**src/rtl/seg14_pkg.sv**
```systemverilog
// Shared constants for the 14-segment scrolling display: sizes, character codes and glyphs.
// Glyph bit order is a,b,c,d,e,f,g1,g2,h,i,j,k,l,m from bit 13 down to bit 0.
package seg14_pkg;

  localparam int unsigned NUM_DIG   = 12;
  localparam int unsigned BUF_DEPTH = 32;
  localparam int unsigned CODE_W    = 6;
  localparam int unsigned GLYPH_W   = 14;
  localparam int unsigned ADDR_W    = 5;

  localparam logic [CODE_W-1:0] CH_SPACE = 6'd0;
  localparam logic [CODE_W-1:0] CH_A     = 6'd1;
  localparam logic [CODE_W-1:0] CH_Z     = 6'd26;
  localparam logic [CODE_W-1:0] CH_DIG0  = 6'd27;
  localparam logic [CODE_W-1:0] CH_DIG9  = 6'd36;

  localparam logic [GLYPH_W-1:0] GLYPH_BLANK = 14'b00000000000000;
  localparam logic [GLYPH_W-1:0] GLYPH_A     = 14'b11101111000000;
  localparam logic [GLYPH_W-1:0] GLYPH_B     = 14'b11110001010010;
  localparam logic [GLYPH_W-1:0] GLYPH_C     = 14'b10011100000000;
  localparam logic [GLYPH_W-1:0] GLYPH_D     = 14'b11110000010010;
  localparam logic [GLYPH_W-1:0] GLYPH_E     = 14'b10011110000000;
  localparam logic [GLYPH_W-1:0] GLYPH_F     = 14'b10001110000000;
  localparam logic [GLYPH_W-1:0] GLYPH_G     = 14'b10111101000000;
  localparam logic [GLYPH_W-1:0] GLYPH_H     = 14'b01101111000000;
  localparam logic [GLYPH_W-1:0] GLYPH_I     = 14'b10010000010010;
  localparam logic [GLYPH_W-1:0] GLYPH_J     = 14'b01111000000000;
  localparam logic [GLYPH_W-1:0] GLYPH_K     = 14'b00001110001100;
  localparam logic [GLYPH_W-1:0] GLYPH_L     = 14'b00011100000000;
  localparam logic [GLYPH_W-1:0] GLYPH_M     = 14'b01101100101000;
  localparam logic [GLYPH_W-1:0] GLYPH_N     = 14'b01101100100100;
  localparam logic [GLYPH_W-1:0] GLYPH_O     = 14'b11111100000000;
  localparam logic [GLYPH_W-1:0] GLYPH_P     = 14'b11001111000000;
  localparam logic [GLYPH_W-1:0] GLYPH_Q     = 14'b11111100000100;
  localparam logic [GLYPH_W-1:0] GLYPH_R     = 14'b11001111000100;
  localparam logic [GLYPH_W-1:0] GLYPH_S     = 14'b10110111000000;
  localparam logic [GLYPH_W-1:0] GLYPH_T     = 14'b10000000010010;
  localparam logic [GLYPH_W-1:0] GLYPH_U     = 14'b01111100000000;
  localparam logic [GLYPH_W-1:0] GLYPH_V     = 14'b00001100001001;
  localparam logic [GLYPH_W-1:0] GLYPH_W_CH  = 14'b01101100000101;
  localparam logic [GLYPH_W-1:0] GLYPH_X     = 14'b00000000101101;
  localparam logic [GLYPH_W-1:0] GLYPH_Y     = 14'b00000000101010;
  localparam logic [GLYPH_W-1:0] GLYPH_Z     = 14'b10010000001001;
  localparam logic [GLYPH_W-1:0] GLYPH_ZERO  = 14'b11111100001001;
  localparam logic [GLYPH_W-1:0] GLYPH_ONE   = 14'b01100000001000;
  localparam logic [GLYPH_W-1:0] GLYPH_TWO   = 14'b11011011000000;
  localparam logic [GLYPH_W-1:0] GLYPH_THREE = 14'b11110001000000;
  localparam logic [GLYPH_W-1:0] GLYPH_FOUR  = 14'b01100111000000;
  localparam logic [GLYPH_W-1:0] GLYPH_FIVE  = 14'b10110111000000;
  localparam logic [GLYPH_W-1:0] GLYPH_SIX   = 14'b10111111000000;
  localparam logic [GLYPH_W-1:0] GLYPH_SEVEN = 14'b11100000000000;
  localparam logic [GLYPH_W-1:0] GLYPH_EIGHT = 14'b11111111000000;
  localparam logic [GLYPH_W-1:0] GLYPH_NINE  = 14'b11110111000000;

endpackage

```
**src/rtl/seg14_font.sv**
```systemverilog
// Character code to 14-segment glyph lookup; codes outside A..Z and 0..9 are dark.
module seg14_font
  import seg14_pkg::*;
(
  input  logic [CODE_W-1:0]  code,
  output logic [GLYPH_W-1:0] glyph_c
);

  always_comb begin
    glyph_c = GLYPH_BLANK;
    case (code)
      6'd1:  glyph_c = GLYPH_A;
      6'd2:  glyph_c = GLYPH_B;
      6'd3:  glyph_c = GLYPH_C;
      6'd4:  glyph_c = GLYPH_D;
      6'd5:  glyph_c = GLYPH_E;
      6'd6:  glyph_c = GLYPH_F;
      6'd7:  glyph_c = GLYPH_G;
      6'd8:  glyph_c = GLYPH_H;
      6'd9:  glyph_c = GLYPH_I;
      6'd10: glyph_c = GLYPH_J;
      6'd11: glyph_c = GLYPH_K;
      6'd12: glyph_c = GLYPH_L;
      6'd13: glyph_c = GLYPH_M;
      6'd14: glyph_c = GLYPH_N;
      6'd15: glyph_c = GLYPH_O;
      6'd16: glyph_c = GLYPH_P;
      6'd17: glyph_c = GLYPH_Q;
      6'd18: glyph_c = GLYPH_R;
      6'd19: glyph_c = GLYPH_S;
      6'd20: glyph_c = GLYPH_T;
      6'd21: glyph_c = GLYPH_U;
      6'd22: glyph_c = GLYPH_V;
      6'd23: glyph_c = GLYPH_W_CH;
      6'd24: glyph_c = GLYPH_X;
      6'd25: glyph_c = GLYPH_Y;
      6'd26: glyph_c = GLYPH_Z;
      6'd27: glyph_c = GLYPH_ZERO;
      6'd28: glyph_c = GLYPH_ONE;
      6'd29: glyph_c = GLYPH_TWO;
      6'd30: glyph_c = GLYPH_THREE;
      6'd31: glyph_c = GLYPH_FOUR;
      6'd32: glyph_c = GLYPH_FIVE;
      6'd33: glyph_c = GLYPH_SIX;
      6'd34: glyph_c = GLYPH_SEVEN;
      6'd35: glyph_c = GLYPH_EIGHT;
      6'd36: glyph_c = GLYPH_NINE;
      default: glyph_c = GLYPH_BLANK;
    endcase
  end

endmodule

```
**src/rtl/seg14_scroll_ctrl.sv**
```systemverilog
// 12-digit multiplexed 14-segment controller with a 32-character buffer and
// optional circular scrolling; message length and mode are sampled once per frame.
module seg14_scroll_ctrl
  import seg14_pkg::*;
#(
  parameter int unsigned SCAN_DIV        = 4,
  parameter int unsigned FRAMES_PER_STEP = 8
) (
  input  logic                clk,
  input  logic                rst,
  input  logic                wr_en,
  input  logic [ADDR_W-1:0]   wr_addr,
  input  logic [CODE_W-1:0]   wr_char,
  input  logic [5:0]          msg_len,
  input  logic                scroll_en,
  input  logic                blank,
  output logic [NUM_DIG-1:0]  sel,
  output logic [GLYPH_W-1:0]  segm,
  output logic                frame_pulse
);

  localparam int unsigned SCAN_W = 8;
  localparam int unsigned FCNT_W = 8;
  localparam int unsigned DIG_W  = 4;
  localparam int unsigned LEN_W  = 6;
  localparam logic [SCAN_W-1:0] SCAN_LAST  = SCAN_W'(SCAN_DIV - 1);
  localparam logic [FCNT_W-1:0] FRAME_LAST = FCNT_W'(FRAMES_PER_STEP - 1);
  localparam logic [DIG_W-1:0]  DIG_LAST   = DIG_W'(NUM_DIG - 1);
  localparam logic [LEN_W-1:0]  LEN_MAX    = LEN_W'(BUF_DEPTH);

  logic [SCAN_W-1:0]  scan_q, scan_d;
  logic [DIG_W-1:0]   digit_q, digit_d;
  logic [FCNT_W-1:0]  frame_cnt_q, frame_cnt_d;
  logic [ADDR_W-1:0]  offset_q, offset_d;
  logic [ADDR_W-1:0]  idx_q, idx_d;
  logic [LEN_W-1:0]   len_q, len_d;
  logic               scroll_q, scroll_d;
  logic [NUM_DIG-1:0] sel_q, sel_d;
  logic [GLYPH_W-1:0] segm_q, segm_d;
  logic               frame_pulse_q, frame_pulse_d;
  logic [CODE_W-1:0]  char_mem_q [BUF_DEPTH];

  logic               frame_start, scan_wrap, frame_end, char_valid;
  logic [LEN_W-1:0]   len_clamp, len_cur;
  logic               scroll_cur;
  logic [ADDR_W-1:0]  offset_cur, idx_cur, rd_addr;
  logic [CODE_W-1:0]  rd_char;
  logic [GLYPH_W-1:0] glyph_c;

  // Read-before-write: a same-cycle write is seen from the next read onward.
  assign rd_char = char_mem_q[rd_addr];

  seg14_font u_font (
    .code    (rd_char),
    .glyph_c (glyph_c)
  );

  always_comb begin
    frame_start = (scan_q == '0) && (digit_q == '0);
    scan_wrap   = (scan_q == SCAN_LAST);
    frame_end   = scan_wrap && (digit_q == DIG_LAST);
    len_clamp   = (msg_len > LEN_MAX) ? LEN_MAX : msg_len;

    // Frame-start values are used directly so digit 0 already reflects the new frame.
    len_cur    = frame_start ? len_clamp : len_q;
    scroll_cur = frame_start ? scroll_en : scroll_q;
    offset_cur = offset_q;
    if (frame_start && (!scroll_en || ({1'b0, offset_q} >= len_clamp))) begin
      offset_cur = '0;
    end
    idx_cur    = frame_start ? offset_cur : idx_q;
    rd_addr    = scroll_cur ? idx_cur : ADDR_W'(digit_q);
    char_valid = (len_cur != '0) && (scroll_cur || ({2'b00, digit_q} < len_cur));

    scan_d        = scan_wrap ? '0 : SCAN_W'(scan_q + SCAN_W'(1));
    digit_d       = digit_q;
    idx_d         = idx_cur;
    len_d         = len_cur;
    scroll_d      = scroll_cur;
    offset_d      = offset_cur;
    frame_cnt_d   = frame_cnt_q;
    sel_d         = blank ? '0 : (NUM_DIG'(1) << digit_q);
    segm_d        = (blank || !char_valid) ? GLYPH_BLANK : glyph_c;
    frame_pulse_d = frame_start;

    if (scan_wrap) begin
      digit_d = (digit_q == DIG_LAST) ? '0 : DIG_W'(digit_q + DIG_W'(1));
      idx_d   = (({1'b0, idx_cur} + LEN_W'(1)) >= len_cur) ? '0 : ADDR_W'(idx_cur + ADDR_W'(1));
    end

    // Scroll step is decided on the last cycle of a frame, applied at the next start.
    if (frame_end) begin
      if (scroll_q) begin
        if (frame_cnt_q == FRAME_LAST) begin
          frame_cnt_d = '0;
          offset_d    = (({1'b0, offset_q} + LEN_W'(1)) >= len_q) ? '0
                                                                  : ADDR_W'(offset_q + ADDR_W'(1));
        end else begin
          frame_cnt_d = FCNT_W'(frame_cnt_q + FCNT_W'(1));
        end
      end else begin
        frame_cnt_d = '0;
      end
    end
  end

  always_ff @(posedge clk) begin
    if (rst) begin
      scan_q        <= '0;
      digit_q       <= '0;
      frame_cnt_q   <= '0;
      offset_q      <= '0;
      idx_q         <= '0;
      len_q         <= '0;
      scroll_q      <= 1'b0;
      sel_q         <= '0;
      segm_q        <= '0;
      frame_pulse_q <= 1'b0;
    end else begin
      scan_q        <= scan_d;
      digit_q       <= digit_d;
      frame_cnt_q   <= frame_cnt_d;
      offset_q      <= offset_d;
      idx_q         <= idx_d;
      len_q         <= len_d;
      scroll_q      <= scroll_d;
      sel_q         <= sel_d;
      segm_q        <= segm_d;
      frame_pulse_q <= frame_pulse_d;
    end
  end

  always_ff @(posedge clk) begin
    if (rst) begin
      for (int i = 0; i < int'(BUF_DEPTH); i++) begin
        char_mem_q[i] <= CH_SPACE;
      end
    end else if (wr_en) begin
      char_mem_q[wr_addr] <= wr_char;
    end
  end

  assign sel         = sel_q;
  assign segm        = segm_q;
  assign frame_pulse = frame_pulse_q;

endmodule

```
**config.mk**
```make
export PLATFORM = sky130hd
export DESIGN_NAME = seg14_scroll_ctrl
export DESIGN_NICKNAME = d
export VERILOG_FILES = /design/src/rtl/seg14_pkg.sv /design/src/rtl/seg14_font.sv /design/src/rtl/seg14_scroll_ctrl.sv
export SDC_FILE = /design/constraint.sdc
export NUM_CORES = 1
export LEC_CHECK = 0
export BUFFER_PORTS_ARGS = -buffer_cell sky130_fd_sc_hd__buf_2
export CORE_MARGIN = 8
export CORE_UTILIZATION = 40
export CTS_BUF_LIST = sky130_fd_sc_hd__clkbuf_8
export DETAILED_ROUTE_END_ITERATION = 7
export SLEW_MARGIN = 20
export SYNTH_ARGS = -nofsm -noshare
export SYNTH_HDL_FRONTEND = slang
export SYNTH_SLANG_ARGS = --single-unit
export TNS_END_PERCENT = 5
```
**constraint.sdc**
```tcl
create_clock -name clk -period 7.3 [get_ports clk]
set_clock_uncertainty 0.05 [all_clocks]
set_input_delay 2.19 -clock clk [delete_from_list [all_inputs] [get_ports clk]]
set_output_delay 2.19 -clock clk [all_outputs]
set_load 0.05 [all_outputs]
```
* Yosys cells after proc, flatten, opt, wreduce, memory -nomap -nowiden
Memories as Yosys holds them, arrays and structs flattened. A register that Yosys moved wholly into a read port is not among the register bits.
Cells that the tools add are included.
** Storage, ports and cells
- Register bits :: 50
- Bits in latches :: 0
- Bits in writable memories :: 192
- Memory bits (read-only) :: 896
- Input port bits :: 22
- Output and inout bits :: 27
- Memories kept :: 2
** Memories
- (name not given) :: depth 64, width 14, read ports 1, clocked after memory_dff 1, write ports 0, RTL line seg14_font.sv:11 : case (code)
- char_mem_q :: depth 32, width 6, read ports 1, clocked after memory_dff 0, write ports 32, RTL line seg14_scroll_ctrl.sv:41 : logic [CODE_W-1:0] char_mem_q [BUF_DEPTH];
** Cells by class
- Add/sub/neg operators :: 7
- Multipliers :: 0
- Div/mod/pow operators :: 0
- $lt $le $gt $ge :: 5
- Eq/ne operators :: 3
- Shift operators :: 1
- Multiplexer cells :: 23
- Bitwise gates (word level) :: 0
- Reduce and logical (&&, ||, !) cells :: 16
** Operators with widths (count)
- $mux 5 :: 10
- $mux 6 :: 3
- $add 8x1->8 const B :: 2
- $mux 8 :: 2
- $add 5x1->6 const B :: 2
- $ge 6x6->1 :: 2
- $shl 1x4->12 const A :: 1
- $add 5x1->5 const B :: 2
- $eq 8x2->1 const B :: 1
- $eq 8x3->1 const B :: 1
- $logic_not 8->1 :: 1
- $mux 1 :: 7
- $ge 5x6->1 :: 1
- $gt 6x6->1 const B :: 1
- $lt 4x6->1 :: 1
- $reduce_bool 6->1 :: 1
- $reduce_or 2->1 :: 3
- $reduce_or 6->1 :: 1
- $add 4x1->4 const B :: 1
- $eq 4x4->1 const B :: 1
- $logic_and 1x1->1 :: 4
- $logic_not 4->1 :: 1
- $mux 4 :: 1
- $logic_or 1x1->1 :: 3
- $logic_not 1->1 :: 2

* Depth between registers and ports, before layout
Gate-level depths: netlist (run 1).
- Depth after elaboration :: 11
- Mapped depth :: 22
- Depth with buffers taken out :: 18

* By module
From an unflattened synthesis (run 1), not the netlist that was laid out.
** Second synthesis, totals
- Cells, all modules :: 1309
- Area, all modules :: 13350.3 um^2
** By module, submodules not included
- seg14_scroll_ctrl :: instances 1, cells an instance 1198, area each 12625.9 um^2, sequential area each 7046.8 um^2
- seg14_font :: instances 1, cells an instance 111, area each 724.4 um^2, sequential area each 0.0 um^2

* Worst setup path after synthesis (run 1)
Ideal clock, no wire load.
- Kind :: input to register
- From :: input port msg_len[5]
- To :: register segm_q[2] (netlist: segm[2])
- Library setup time :: 118 ps
- Arrival :: 6236 ps
- Slack :: 896 ps
- Cell stages on the path :: 21
- Buffers on the path :: 4
- Cell sequence :: inv_1 > nand2_1 > ha_1 > a21o_1 > a221oi_1 > o21ai_1 > buf_2 > a21oi_1 > buf_2 > buf_2 > a21oi_1 > a22oi_1 > mux2i_1 > o211ai_1 > inv_1 > ha_1 > clkbuf_1 > mux2_2 > a22o_1 > a22oi_1 > nor2_1
** Between the ends
- Word-level cells in the longest chain between the ends :: 9
- Elaborated cells between the ends (all ways) :: 17
- Those cells by class :: order compare: 3; mux: 5; reduce/logical: 8; memory: 1
** Ends and longest elaborated chain
- start, declared :: RTL line seg14_scroll_ctrl.sv:14 : input logic [5:0] msg_len,
- $gt 6x6->1 :: RTL line seg14_scroll_ctrl.sv:62 : len_clamp = (msg_len > LEN_MAX) ? LEN_MAX : msg_len;
- $mux 6 (*) :: RTL line seg14_scroll_ctrl.sv:62
- $ge 5x6->1 / $mux 6 (equally long branches) :: RTL line seg14_scroll_ctrl.sv:68, seg14_scroll_ctrl.sv:65
- $logic_or 1x1->1 / $lt 4x6->1 (equally long branches) :: RTL line seg14_scroll_ctrl.sv:68, seg14_scroll_ctrl.sv:73
- $logic_and 1x1->1 / $logic_or 1x1->1 (equally long branches) :: RTL line seg14_scroll_ctrl.sv:68, seg14_scroll_ctrl.sv:73
- $mux 5 / $logic_and 1x1->1 (equally long branches) :: RTL line seg14_scroll_ctrl.sv:68, seg14_scroll_ctrl.sv:73
- $mux 5 / $logic_not 1->1 (equally long branches) :: RTL line seg14_scroll_ctrl.sv:71, seg14_scroll_ctrl.sv:83
- $mux 5 / $logic_or 1x1->1 (equally long branches) :: RTL line seg14_scroll_ctrl.sv:72, seg14_scroll_ctrl.sv:83
- $mem_v2 32x6 / $reduce_or 2->1 (equally long branches)
- end, declared :: RTL line seg14_scroll_ctrl.sv:39 : logic [GLYPH_W-1:0] segm_q, segm_d;
Every way passes the cells marked *; elsewhere a longest branch is shown, timed or not.
A chain may end at the register's enable or synchronous reset.

* Final worst setup path (run 1)
Ends and elaborated chain as after synthesis.

==> flow_summary_export.csv, run 1 <==
group,metric,value,unit
status,status,"complete, no violations",
cts,cts_hold_buffers,0,
detailed_routing,routed-via-count,9814,
pwr,vdd_drop_max,132,uV
detailed_routing,wl,37.8,mm
worst_setup_path,crit_buf_inv,5,
detailed_routing,remaining_drc_errors,0,
grt,grt_pass1_vias,9922,
cts,cts.path.max_buffers,3,
timing,fmax,153,MHz
timing,setup_violations,0,
grt,antenna_found_initial,0,
run,max_cap_viol_count,0,
timing,tightest_slew,0.975,ns
final_layout,finalNetCount,1378,
placement,placed_area,14200,sq um
timing,slew_headroom,0.347,
yosys,synth_cell_types,92,
pwr,finalPower,4.30,mW
worst_setup_path,end_kind,"register",
cts,cts-htree-levels,2,
cts,clkTransAtPathRegs,0.05,ns
yosys,ys_async_sr_fraction,0,
yosys,synth_cells,1279,
yosys,yosys_most_used_dff,"edfxtp_1",
timing,finalCriticalPeriod,6.52,ns
final_layout,area_growth_syn_to_layout,11.2,%
yosys,synthMuxAreaShare,0.0406,
floorplan,start_util,0.406,
detailed_routing,wl_per_cell,20.9,um
cts,post_cts_resize_count,0,
grt,overflow,0,
timing,rsz0062_at_grt,"no",
placement,hpwl,25.8,mm
floorplan,core_area,33500,sq um
floorplan,fp.dieH,201,um
timing,finalMaxSlewViolations,0,
worst_setup_path,crit_path_start_kind,"input port",
worst_hold_path,hold_depth,2,
detailed_routing,first_pass_iters,5,
detailed_routing,antenna_left,0,
floorplan,ios,49,
worst_setup_path,cp.arrival,6.92,ns
worst_setup_path,cp_top_family,"compound AO/OA/AOI/OAI gates",
yosys,yosysWarnings,0,
final_layout,n_antenna_cell,0,
detailed_routing,drt_iter0_drc,775,
final_layout,final_cell_area,15200,sq um
worst_setup_path,reg2reg_from,"digit_q[1]$_SDFFE_PP0P_",
yosys,synth_top_family_by_area,"simple AND/OR/NAND/NOR gates",
placement,gp_congestion,0.913,
worst_setup_path,critPathMaxStageDelay,0.48,ns
floorplan,std_cell_rows,67,
placement,port_buffers,48,
worst_setup_path,r2r-end,"segm[2]$_SDFF_PP0_",
yosys,synthAdderAreaFrac,0.0331,
cts,cts_setup_buffers,0,
pwr,cellLeakagePower,5.81,nW
worst_setup_path,cp_max_fo,22,
floorplan,die-area,40200,sq um
worst_setup_path,rr_worst_depth,17,
yosys,synth_nets,1337,
worst_setup_path,r2r_slack,1.75,ns
yosys,synth-edff-count,192,
worst_setup_path,cp.required,7.70,ns
grt,grt_first_pass_wirelength,59.1,mm
grt,groute.usage.overall,0.185,
final_layout,final.fill_count,3202,
yosys,syn_area,13600,sq um
yosys,synth-seq-cells,256,
final_layout,multi_input_area,6000,sq um
worst_hold_path,hp-class,"reg2reg",
final_layout,drive_gt1_frac,0.159,
yosys,synth_compound_area_frac,0.136,
cts,cts-root-buf,"clkbuf_8",
cts,clock_sinks,256,
worst_hold_path,hp-start,"frame_cnt_q[1]$_SDFFE_PP0P_",
grt,grt_max_degree,60,
floorplan,die_w,201,um
pwr,power_density,284,nW/um^2
cts,clk_latency,0.57,ns
yosys,synth-simple-area-share,0.218,
worst_hold_path,whs_endpoint,"frame_cnt_q[1]$_SDFFE_PP0P_",
worst_setup_path,crit_slowest_cell,"a221oi_1",
timing,holdWs,0.435,ns
timing,fin_crit_sh,0.894,
worst_setup_path,worstSetupPathType,"in2reg",
detailed_routing,viasPerCell,5.44,
yosys,post_synth.cell_area_avg,10.7,sq um
timing,finalSetupTns,0,ns
cts,cts_tree,"yes",
yosys,synth_xor_xnor_area_share,0.0109,
cts,numCtsBuffers,46,
yosys,seq_area_frac_synth,0.517,
final_layout,seq_area,7050,sq um
worst_setup_path,path_cells,"buf_2 -> inv_1 -> nand2_1 -> ha_1 -> a21o_1 -> a221oi_1 -> o21ai_2 -> buf_4 -> a21oi_4 -> buf_4 -> mux2i_1 -> a221oi_1 -> a32oi_1 -> o211ai_1 -> inv_1 -> ha_1 -> mux2_2 -> a22o_1 -> a22oi_1 -> nor2_1",
timing,final_hold_viol_count,0,
-- worst max path at each step --
stage | startpoint | to | cells after the start
finish | msg_len[5] | segm[2]$_SDFF_PP0_ | 20
floorplan | msg_len[5] | segm[2]$_SDFF_PP0_ | 21
detailed placement | msg_len[5] | segm[2]$_SDFF_PP0_ | 20
CTS | msg_len[5] | segm[2]$_SDFF_PP0_ | 20
global placement | msg_len[5] | segm[2]$_SDFF_PP0_ | 20
global route | msg_len[5] | segm[2]$_SDFF_PP0_ | 20
-- power breakdown --
| part | total, mW | internal [mW] | switching, mW |
|---|---|---|---|
| Clock | 1.39 | 0.773 | 0.614 |
| Combinational | 1.22 | 0.408 | 0.816 |
| Sequential | 1.69 | 1.65 | 0.0403 |
-- flip-flops by register name, summed over array words and instances (netlist names), 5 cells and up --
register     cells
segm            14
len_q            6
offset_q         5
scan_q           8
frame_cnt_q      8
char_mem_q     192
idx_q            5
sel             12
-- routing by layer --
metal  vias to the layer above  global-route usage  wire length (um)
met5                         -                   0                 0
met4                         0              0.0704              1250
met3                        85              0.0315              2190
met2                       305               0.293             17200
met1                      4747               0.251             17100
li1                       4677                   -                 -
-- Yosys cell counts, types with 8 or more instances --
| library cell | instances | share of area |
|---|---|---|
| and2_1 | 199 | 0.091 |
| edfxtp_1 | 192 | 0.42 |
| nand2_1 | 103 | 0.028 |
| nor2_1 | 93 | 0.026 |
| dfxtp_1 | 64 | 0.094 |
| a21oi_1 | 62 | 0.023 |
| mux2i_1 | 44 | 0.032 |
| inv_1 | 39 | 0.011 |
| clkbuf_1 | 37 | 0.010 |
| ha_1 | 36 | 0.033 |
| or2_2 | 36 | 0.017 |
| a211oi_1 | 30 | 0.017 |
| nand3_1 | 28 | 0.010 |
| o21ai_0 | 23 | 0.0084 |
| o211ai_1 | 22 | 0.012 |
| buf_2 | 20 | 0.0073 |
| a22oi_1 | 18 | 0.0099 |
| and3_1 | 18 | 0.0083 |
| nand2b_1 | 16 | 0.0073 |
| a21o_1 | 12 | 0.0066 |
| buf_4 | 11 | 0.0061 |
| xor2_1 | 11 | 0.0071 |
| buf_6 | 10 | 0.0083 |
| o21ai_1 | 9 | 0.0033 |
| nor2b_1 | 8 | 0.0037 |
-- kinds of logic after synthesis --
group | after synthesis
xor+xnor | 17
simple gates | 543
mux | 54
compound gates | 254
buf+inv | 119
fa+ha+maj | 36
flops | 256
-- cells in the final DEF, fill, tap and decap left out, drive strengths merged, types with 8 or more instances in the layout --
cell / Yosys / layout
nand4: 9 / 9
edfxtp: 192 / 192
buf: 42 / 72
ha: 36 / 36
nand2: 103 / 103
o21ai: 34 / 34
nor2: 95 / 95
nand2b: 16 / 16
o311ai: 8 / 8
dfxtp: 64 / 64
a22oi: 20 / 20
nor3: 8 / 8
xor2: 11 / 11
inv: 40 / 54
and2: 199 / 199
nand3: 28 / 28
mux2i: 44 / 44
a21oi: 63 / 63
or2: 36 / 36
a211oi: 31 / 31
clkinv: 0 / 10
o211ai: 22 / 22
clkbuf: 37 / 57
nor2b: 9 / 9
and3: 18 / 18
a21o: 12 / 12
mux2: 10 / 10
-- layout make-up --
type,instances,share of cell area
well taps,448,0.0370
inverters,40,0.00991
clock inverters,27,0.0107
repair buffers,72,0.0294
clock buffers,57,0.0518
flip-flops and latches,256,0.465
multi-input cells,904,0.396
-- tightest hold or removal path: stages (launching register included) --
cell,delay [ns]
dfxtp_1,0.34
nand2_1,0.05
o21ai_0,0.06
-- stage by stage --
step                 util  instances  setup WS (ns)
finish              0.452       1804          0.775
detailed placement  0.424       1720          0.291
global route        0.452       1804          0.521
global placement    0.424       1720          0.520
floorplan               -       1279          0.896
CTS                 0.452       1804          0.895
Note: power is estimated with default switching activity, not from simulation.
==> run 2, diff against run 1 <==
--- a/config.mk
+++ b/config.mk
@@ -5,6 +5,7 @@
 export SDC_FILE = /design/constraint.sdc
 export NUM_CORES = 1
 export LEC_CHECK = 0
+export ABC_AREA = 0
 export BUFFER_PORTS_ARGS = -buffer_cell sky130_fd_sc_hd__buf_2
 export CORE_MARGIN = 8
 export CORE_UTILIZATION = 40
==> constraint.sdc (replaced) <==
create_clock -name clk -period 7.3 [get_ports clk]
set_clock_uncertainty 0.05 [all_clocks]
set_input_delay 0.365 -clock clk [delete_from_list [all_inputs] [get_ports clk]]
set_output_delay 0.365 -clock clk [all_outputs]
set_load 0.05 [all_outputs]
==> flow_summary_export.csv, run 2 (synthesized netlist as in run 1, its figures left out) <==
group,metric,value,unit
timing,final_hold_viol_count,0,
cts,numCtsBuffers,46,
cts,cts-htree-levels,2,
floorplan,fp.dieH,201,um
detailed_routing,antenna_left,0,
timing,finalMaxSlewViolations,0,
worst_setup_path,cp.arrival,6.09,ns
worst_setup_path,worstSetupPathType,"reg2reg",
cts,cts_setup_buffers,0,
placement,hpwl,24.7,mm
cts,clk_latency,0.59,ns
timing,tightest_slew,0.856,ns
grt,antenna_found_initial,0,
timing,rsz0062_at_grt,"no",
final_layout,final_cell_area,15000,sq um
worst_setup_path,critPathMaxStageDelay,0.71,ns
pwr,cellLeakagePower,5.76,nW
placement,port_buffers,48,
worst_setup_path,crit_path_start_kind,"register",
detailed_routing,routed-via-count,9891,
timing,setup_violations,0,
detailed_routing,first_pass_iters,5,
detailed_routing,wl_per_cell,21.0,um
final_layout,drive_gt1_frac,0.151,
final_layout,largest_register_ffs,192,
timing,fin_crit_sh,0.779,
grt,grt_max_degree,62,
detailed_routing,drt_iter0_drc,832,
worst_setup_path,cp_max_fo,32,
floorplan,die_w,201,um
cts,post_cts_resize_count,0,
grt,grt_pass1_vias,9623,
final_layout,n_antenna_cell,0,
cts,clkTransAtPathRegs,0.06,ns
final_layout,area_growth_syn_to_layout,10.3,%
timing,slew_headroom,0.420,
cts,cts-root-buf,"clkbuf_8",
final_layout,regMostFlops,"char_mem_q",
grt,groute.usage.overall,0.180,
detailed_routing,wl,37.5,mm
pwr,finalPower,4.27,mW
floorplan,start_util,0.406,
worst_setup_path,path_cells,"inv_1 -> ha_1 -> and4bb_1 -> a31oi_2 -> o311ai_4 -> a21o_2 -> buf_4 -> a211oi_1 -> o21ai_0 -> a32oi_1 -> o211ai_1 -> inv_1 -> ha_1 -> mux2_2 -> a22o_1 -> a22oi_1 -> nor2_1",
worst_setup_path,end_kind,"register",
worst_hold_path,hp-class,"in2reg",
final_layout,fin_util,0.448,
cts,clock_sinks,256,
pwr,vdd_drop_max,157,uV
cts,cts_tree,"yes",
timing,finalSetupTns,0,ns
final_layout,finalNetCount,1365,
run,max_cap_viol_count,0,
final_layout,final_common_cell,"and2_1",
cts,cts.path.max_buffers,3,
worst_setup_path,cp.required,7.70,ns
cts,cts_hold_buffers,0,
grt,overflow,0,
timing,fmax,176,MHz
grt,grt_first_pass_wirelength,57.5,mm
floorplan,core_area,33500,sq um
final_layout,final_cell_mix,"and2_1 (199), edfxtp_1 (192), nand2_1 (103)",
timing,finalCriticalPeriod,5.68,ns
worst_setup_path,crit_slowest_cell,"o311ai_4",
detailed_routing,remaining_drc_errors,0,
floorplan,std_cell_rows,67,
floorplan,ios,49,
detailed_routing,viasPerCell,5.53,
pwr,power_density,284,nW/um^2
floorplan,die-area,40200,sq um
placement,gp_congestion,0.903,
status,status,"complete, no violations",
placement,placed_area,14100,sq um
## run 2: per-stage QoR
step / instances / hold slack (ns) / worst slack (ns)
floorplan: 1279 / 0.393 / 2.72
global placement: 1707 / 0.413 / 1.71
detailed placement: 1707 / 0.435 / 1.52
CTS: 1789 / 0.0725 / 1.48
global route: 1789 / 0.0921 / 1.23
finish: 1789 / 0.106 / 1.62
## run 2: path summary, 6_finish.rpt
path,startpoint,to,slack [ns],depth (start not counted)
hold / removal,blank,sel[11]$_SDFF_PP0_,0.11,3
setup reg to reg,digit_q[1]$_SDFFE_PP0P_,segm[2]$_SDFF_PP0_,1.62,17
setup / recovery,digit_q[1]$_SDFFE_PP0P_,segm[2]$_SDFF_PP0_,1.62,17
hold reg to reg,frame_cnt_q[1]$_SDFFE_PP0P_,frame_cnt_q[1]$_SDFFE_PP0P_,0.44,2
## run 2: where the power goes
part	switching, mW	leakage, nW	internal, mW
Sequential	0.0361	2.34	1.64
Clock	0.621	0.550	0.768
Combinational	0.820	2.87	0.383
## run 2: worst max-delay path, delay by kind of cell, from the launching register on
family                   cells  cell delay (ns)
AND/OR/NAND/NOR              2             0.48
flip-flops                   1             0.39
multiplexers                 1             0.31
buffers and inverters        3             0.78
AO/OA/AOI/OAI                9             2.79
adder cells (fa/ha/maj)      2             0.75
## run 2: final cells by class
type	count	area, sq um
Timing Repair Buffer	59	335
Sequential cell	256	7050
Clock buffer	49	674
Inverter	40	150
Fill cell	3193	18500
Tap cell	448	561
Multi-Input combinational cell	904	6010
Clock inverter	33	258
## run 2: routing by layer
metal / track usage / vias up / wire length, um
met1: 0.250 / 4812 / 16900
met4: 0.0515 / 0 / 890
met2: 0.291 / 356 / 17400
met5: 0 / - / 0
met3: 0.0257 / 69 / 2260
li1: - / 4654 / -
